[src/rtl/reg_file_sb.sv]
// reg_file_sb: register file with write-through bypass and per-register pending-write scoreboard
`ifndef ADDR_WIDTH
`define ADDR_WIDTH 5
`endif
`ifndef REG_FILE_WIDTH
`define REG_FILE_WIDTH 32
`endif
module reg_file_sb #(
  parameter int NUM_REGS = 32,
  parameter int CNT_W = 2
) (
  input  logic                       clk,
  input  logic                       reset,
  input  logic                       RegW_EN,
  input  logic [`ADDR_WIDTH-1:0]     addrD,
  input  logic [`REG_FILE_WIDTH-1:0] WriteData,
  input  logic [`ADDR_WIDTH-1:0]     addrA,
  input  logic [`ADDR_WIDTH-1:0]     addrB,
  input  logic                       useA,
  input  logic                       useB,
  input  logic                       issue_EN,
  input  logic [`ADDR_WIDTH-1:0]     issue_addr,
  output logic [`REG_FILE_WIDTH-1:0] dataA,
  output logic [`REG_FILE_WIDTH-1:0] dataB,
  output logic                       stall,
  output logic                       sb_err
);
  localparam logic [CNT_W-1:0] CNT_MAX = {CNT_W{1'b1}};
  logic [`REG_FILE_WIDTH-1:0] regs [NUM_REGS];
  logic [CNT_W-1:0] pend [NUM_REGS];
  logic wrHit, busyA, busyB, full, issueOk, underflow;
  logic [NUM_REGS-1:0] incV, decV;
  always_comb begin
    wrHit = RegW_EN && addrD != '0;
    dataA = addrA == '0 ? '0 : (wrHit && addrD == addrA) ? WriteData : regs[addrA];
    dataB = addrB == '0 ? '0 : (wrHit && addrD == addrB) ? WriteData : regs[addrB];
    // a single outstanding write retiring this cycle is satisfied by the bypass
    busyA = addrA != '0 && (pend[addrA] > 1 || (pend[addrA] == 1 && !(wrHit && addrD == addrA)));
    busyB = addrB != '0 && (pend[addrB] > 1 || (pend[addrB] == 1 && !(wrHit && addrD == addrB)));
    full = issue_EN && issue_addr != '0 && pend[issue_addr] == CNT_MAX && !(wrHit && addrD == issue_addr);
    stall = (useA && busyA) || (useB && busyB) || full;
    issueOk = issue_EN && !stall && issue_addr != '0;
    incV = issueOk ? NUM_REGS'(1) << issue_addr : '0;
    decV = wrHit ? NUM_REGS'(1) << addrD : '0;
    underflow = wrHit && pend[addrD] == '0 && !(issueOk && issue_addr == addrD);
  end
  always_ff @(posedge clk) begin
    if (reset) begin
      for (int i = 0; i < NUM_REGS; i++) begin
        regs[i] <= '0;
        pend[i] <= '0;
      end
      sb_err <= 1'b0;
    end else begin
      if (wrHit) regs[addrD] <= WriteData;
      for (int i = 1; i < NUM_REGS; i++) begin
        if (incV[i] && !decV[i]) pend[i] <= pend[i] + 1'b1;
        else if (decV[i] && !incV[i] && pend[i] != '0) pend[i] <= pend[i] - 1'b1;
      end
      if (underflow) sb_err <= 1'b1;
    end
  end
endmodule

[config.mk]
export PLATFORM = sky130hd
export DESIGN_NAME = reg_file_sb
export DESIGN_NICKNAME = d
export VERILOG_FILES = /design/src/rtl/reg_file_sb.sv
export SDC_FILE = /design/constraint.sdc
export NUM_CORES = 2
export LEC_CHECK = 0
export ABC_CLOCK_PERIOD_IN_PS = 7710
export CAP_MARGIN = 5
export CORE_MARGIN = 2
export CORE_UTILIZATION = 45
export CTS_CLUSTER_SIZE = 40
export DETAILED_ROUTE_END_ITERATION = 8
export GPL_ROUTABILITY_DRIVEN = 0
export PLACE_DENSITY = 0.67
export SYNTH_ARGS = -nofsm -noshare
export SYNTH_HDL_FRONTEND = slang
export SYNTH_SLANG_ARGS = --single-unit
[constraint.sdc]
create_clock -name clk -period 7.71 [get_ports clk]
set_input_delay 1.1565 -clock clk [delete_from_list [all_inputs] [get_ports clk]]
set_output_delay 1.1565 -clock clk [all_outputs]
set_load 0.01 [all_outputs]
# Word-level counts from Yosys, hierarchy flattened
# Memories as Yosys holds them, arrays and structs flattened.
# Index checks and enable logic that the tools add are counted.
# W data, S select, Z words.
# totals
ramBits	1088
n_memories	2
reg_bits	1
elab_cells	652
output_inout_bits	66
# mem_list
memory	depth	width	rd	rd_clocked_by_memory_dff	wr	line_no	rtl
regs	32	32	2	0	32	29	logic [`REG_FILE_WIDTH-1:0] regs [NUM_REGS];
pend	32	2	35	0	32	30	logic [CNT_W-1:0] pend [NUM_REGS];
# op_classes
n_bitwise	62
add_sub_neg	62
n_reduce_logical	221
n_mux	293
shifts	2
n_lt_le_gt_ge	2
eq_ne	7
# op_table
op	count
$mux W32	7
$mux W1	223
$mux W2	62
$logic_and A1 B1 Y1	111
$logic_not A1 Y1	67
$shl A1 B5 Y32 const A	2
$add A2 B1 Y2 const B	31
$or A1 B1 Y1	62
$reduce_bool A2 Y1	31
$sub A2 B1 Y2 const B	31
$reduce_or A32 Y1	1
$eq A5 B5 Y1	4
$reduce_bool A5 Y1	4
$logic_not A5 Y1	2
$mux W5	1
$eq A2 B1 Y1 const B	2
$gt A2 B1 Y1 const B	2
$logic_or A1 B1 Y1	4
$eq A2 B2 Y1 const B	1
$logic_not A2 Y1	1

# Logic depth before layout (Yosys ltp)
# depth
word_depth	22
ltp_mapped	13
depth_no_buf	9

# Worst setup path after synthesis
# No wires, ideal clock.
# synth_timing
kind	input-to-output
from	input addrA[1]
to	output dataA[23]
t_arrival_ns	3.651
cell_stages	9
path_slack_ns	2.902
path_cell_list	buf_2 > buf_2 > buf_1 > buf_1 > buf_1 > mux4_2 > mux4_2 > mux2i_1 > a211oi_1
# synth_between
elab_chain_cells	4
# synth_lines
item	line_no	rtl
start, declared	17	input logic [`ADDR_WIDTH-1:0] addrA,
branches (longest 3 deep; another with $mem_v2 Z32 W32)	-	
$mux W32 *	35	dataA = addrA == '0 ? '0 : (wrHit && addrD == addrA) ? WriteData : regs[addrA];
end, declared	23	output logic [`REG_FILE_WIDTH-1:0] dataA,
# Mark *: on every way between the ends.

# Final worst setup path
# layout_timing
from	input issue_addr[1]
to	output stall
# layout_between
elab_chain_cells	5
# layout_lines
item	line_no	rtl
start, declared	22	input logic [`ADDR_WIDTH-1:0] issue_addr,
$mem_v2 Z32 W2 (tied with other cells)	-	
$eq A2 B2 Y1 / $logic_and A1 B1 Y1 (equally long branches)	40	full = issue_EN && issue_addr != '0 && pend[issue_addr] == CNT_MAX && !(wrHit && addrD == issue_addr);
$logic_and A1 B1 Y1 / $logic_not A1 Y1 (equally long branches)	40	
$logic_and A1 B1 Y1 *	40	
$logic_or A1 B1 Y1 *	41	stall = (useA && busyA) || (useB && busyB) || full;
end, declared	25	output logic stall,
# Mark *: on every way between the ends. The rest lies on a longest branch, timed or not.

==> metrics.txt <==
status complete, no violations; Comb pwr share 14.2%; Fmax 160 MHz; number of global-route vias before repair 38965; Seq/Total Area, Yosys 53.3%; most frequent cell on the critical path clkdlybuf4s50_1; Avg Vias per Cell 6.77; Net Switching 3.72 mW; clock root buffer master clkbuf_16; Fin. Hold Viols 0; VDD IR max 0.212 mV; Port-buffer cells 123; worst slew pin tran 1280 ps; switch share 25.7%; cell family with most CP delay buffers and inverters; initial antenna violation count 20; FILL cells 11000; kind of start point of the critical path input port; Synth Instances 4081; via count 40047; Max-Cap Viols 0; die width 373 µm; crit path max fanout 25; post-DP HPWL 120000 µm; setup TNS 0 ps; Hold Slack 629 ps; Int Power 10.8 mW; Power per Cell Area 213 mW/mm²; buffer depth of the longest clock path 3; fin worst setup slack 1460 ps; Site Rows 135; Die H 373 µm; Hold Buf Count CTS 0; DP Worst Slack 1570 ps; area of the multi-input gates 0.0272 mm²; Starting Density 45.3%; clock share of power 37.2%; Lkg Pwr 22.8 nW; critical path's largest stage delay 870 ps; Post-synth EDFFs 1086; clk slew on worst S/H paths 60 ps; CTS tree done; largest net degree at the start of global routing 97; mapped cell area 0.0612 mm²; H-tree depth 3; die area 0.139 mm²; cts repair resizes 0; final period utilization 81.1%; Slowest cell on crit path clkdlybuf4s50_1; Final setup viols 0; Final Util 50.2%; First-pass DRT Iterations 6; # DRC 0; Synth Flop Type edfxtp_1; layout cells sized above 1 25.4%; Clock Skews 18.5 ps; post-layout power 14.5 mW; I/O Pins 124; DRC marker count from the first detailed-route iteration 6767; Final Critical Period 6250 ps; worst setup path class input port to output port; Slew HR 13.9%; GRT Util Overall 30.1%; number of library cell types mapped by synthesis 67; NumNets Final 4091; Post-CTS Setup Bufs 0; WL/cell 35.6 µm; core footprint 0.135 mm²; Synth Warn # 0; WL final 210000 µm; Hold Crit Class flip-flop to flip-flop; syn avg cell area 15.0 µm²; CP Cell Sequence clkdlybuf4s50_1 -> buf_4 -> inv_1 -> mux4_2 -> a22oi_1 -> nand4_1 -> a221oi_2 -> nor3_4 -> inv_2 -> clkdlybuf4s50_1; post-route antenna net violation count 0; TritonCTS buffer count 117; area grow syn2layout 11.0%; FFs w/ async S/R, synth 0%; first-pass GRT wire length 296000 µm; flops & latches, synth 1087; worst skew pair latency 740 ps; Register Area 0.0326 mm²; Worst EP arrival 5100 ps; Pins Over Slew Limit 0; RSZ-0062 raised after global routing no; CP endpoint kind output port; register share of total power 48.6%; CTS Sinks 1087; Overflow after GRT 0; CP Data Required Time 6550 ps; Buffers & Inverters on Critical Path 5
==> cell type report <==
class                   count  share of cell area (%)
multi-input cells        2553                    40.0
flip-flops and latches   1087                    48.0
diodes                      6                  0.0221
clock inverters            58                   0.668
inverters                  27                   0.153
well taps                1781                    3.28
repair buffers            246                    3.34
clock buffers             155                    4.55
==> cells in the final DEF, fill, tap and decap left out, types with 10 or more instances in the layout <==
| cell type | count |
|---|---|
| a211oi_1 | 77 |
| a21oi_1 | 51 |
| a311o_1 | 14 |
| a311oi_1 | 14 |
| a31oi_1 | 12 |
| and2_1 | 969 |
| and3_1 | 41 |
| buf_4 | 118 |
| clkbuf_1 | 37 |
| clkbuf_16 | 118 |
| clkdlybuf4s50_1 | 113 |
| clkinv_1 | 32 |
| clkinv_2 | 16 |
| conb_1 | 32 |
| edfxtp_1 | 1086 |
| inv_1 | 14 |
| inv_2 | 11 |
| mux2i_1 | 89 |
| mux4_2 | 675 |
| nand2_1 | 80 |
| nand2_2 | 20 |
| nand2b_1 | 16 |
| nand3_1 | 36 |
| nand4_1 | 20 |
| nor2_1 | 137 |
| nor2_4 | 27 |
| nor2b_1 | 16 |
| nor3_1 | 27 |
| nor3b_1 | 14 |
| o211ai_1 | 18 |
| o21ai_0 | 35 |
| xnor2_1 | 10 |
| xor2_1 | 14 |
==> per-stage QoR <==
| stage | instances | cell area [µm²] |
|---|---|---|
| 2_1_floorplan | 4112 | 61400 |
| 3_3_place_gp | 5694 | 64400 |
| 3_5_place_dp | 5694 | 64400 |
| 4_1_cts | 5907 | 67900 |
| 5_1_grt | 5908 | 67900 |
| 6_report | 5913 | 68000 |
==> metal layers <==
layer,part of all wire (%),up-vias,GRT usage (%)
met3,12,585,5.60
met2,47,3032,47.7
met4,5.4,4,13.9
li1,-,15802,-
met5,0.033,-,0
met1,36,20624,40.6
==> registers in the layout (all words and copies together), names as in the netlist <==
signal / count
sb_err: 1
pend: 62
regs: 1024
==> cells by family (layout without fill, tap and decap cells) <==
family	Yosys count	in the layout	share of synthesized area, %
and+or+nand+nor	1452	1452	13.7
DFF	1087	1087	53.3
muxes	769	769	26.4
buffers and inverters	472	486	3.04
AOI/OAI and AO/OA	275	275	3.21
xor gates and xnor gates	24	24	0.343
adders and majority gates	1	1	0.0204
other	1	38	0.00612
==> path summary, 6_finish.rpt <==
path | from | endpoint | slack, ps | depth (start not counted)
hold / removal | pend[17][0] | pend[17][0] | 630 | 1
hold reg to reg | pend[17][0] | pend[17][0] | 630 | 1
setup reg to reg | pend[23][0] | pend[7][1] | 3700 | 9
setup / recovery | issue_addr[1] | stall | 1460 | 10
==> power by group through the flow <==
stage          logic, mW  clock network, mW  registers (mW)
6_report            2.06               5.39            7.03
5_1_grt             2.13               5.62            7.07
4_1_cts             2.04               5.41            7.02
3_5_place_dp        2.04                  0            7.15
3_3_place_gp        2.03                  0            7.12
2_1_floorplan       1.28                  0            7.07
==> Yosys cell counts, types with 3 or more instances <==
cell,count,area (µm²)
edfxtp_1,1086,32600
and2_1,970,6070
mux4_2,675,15200
clkbuf_1,349,1310
nor2_1,163,612
nand2_1,103,387
mux2i_1,89,891
a211oi_1,77,578
buf_2,69,345
a21oi_1,51,255
and3_1,45,282
nand3_1,36,180
o21ai_0,35,175
nor3_1,27,135
buf_1,26,97.6
inv_1,23,86.3
nand4_1,20,125
o211ai_1,18,135
nand2b_1,16,100
nor2b_1,16,100
nor3b_1,15,113
a311o_1,14,140
a311oi_1,14,123
xor2_1,14,123
a31oi_1,12,75.1
nor4_1,10,62.6
xnor2_1,10,87.6
a31o_2,9,78.8
nand3b_1,8,60.1
o311ai_0,7,61.3
o31ai_1,7,52.6
or3_1,7,43.8
a211o_1,5,43.8
mux2_2,5,56.3
or4_1,5,37.5
inv_2,3,11.3
o21ba_2,3,30.0
o311ai_1,3,26.3
(Power assumes the default switching activity.)
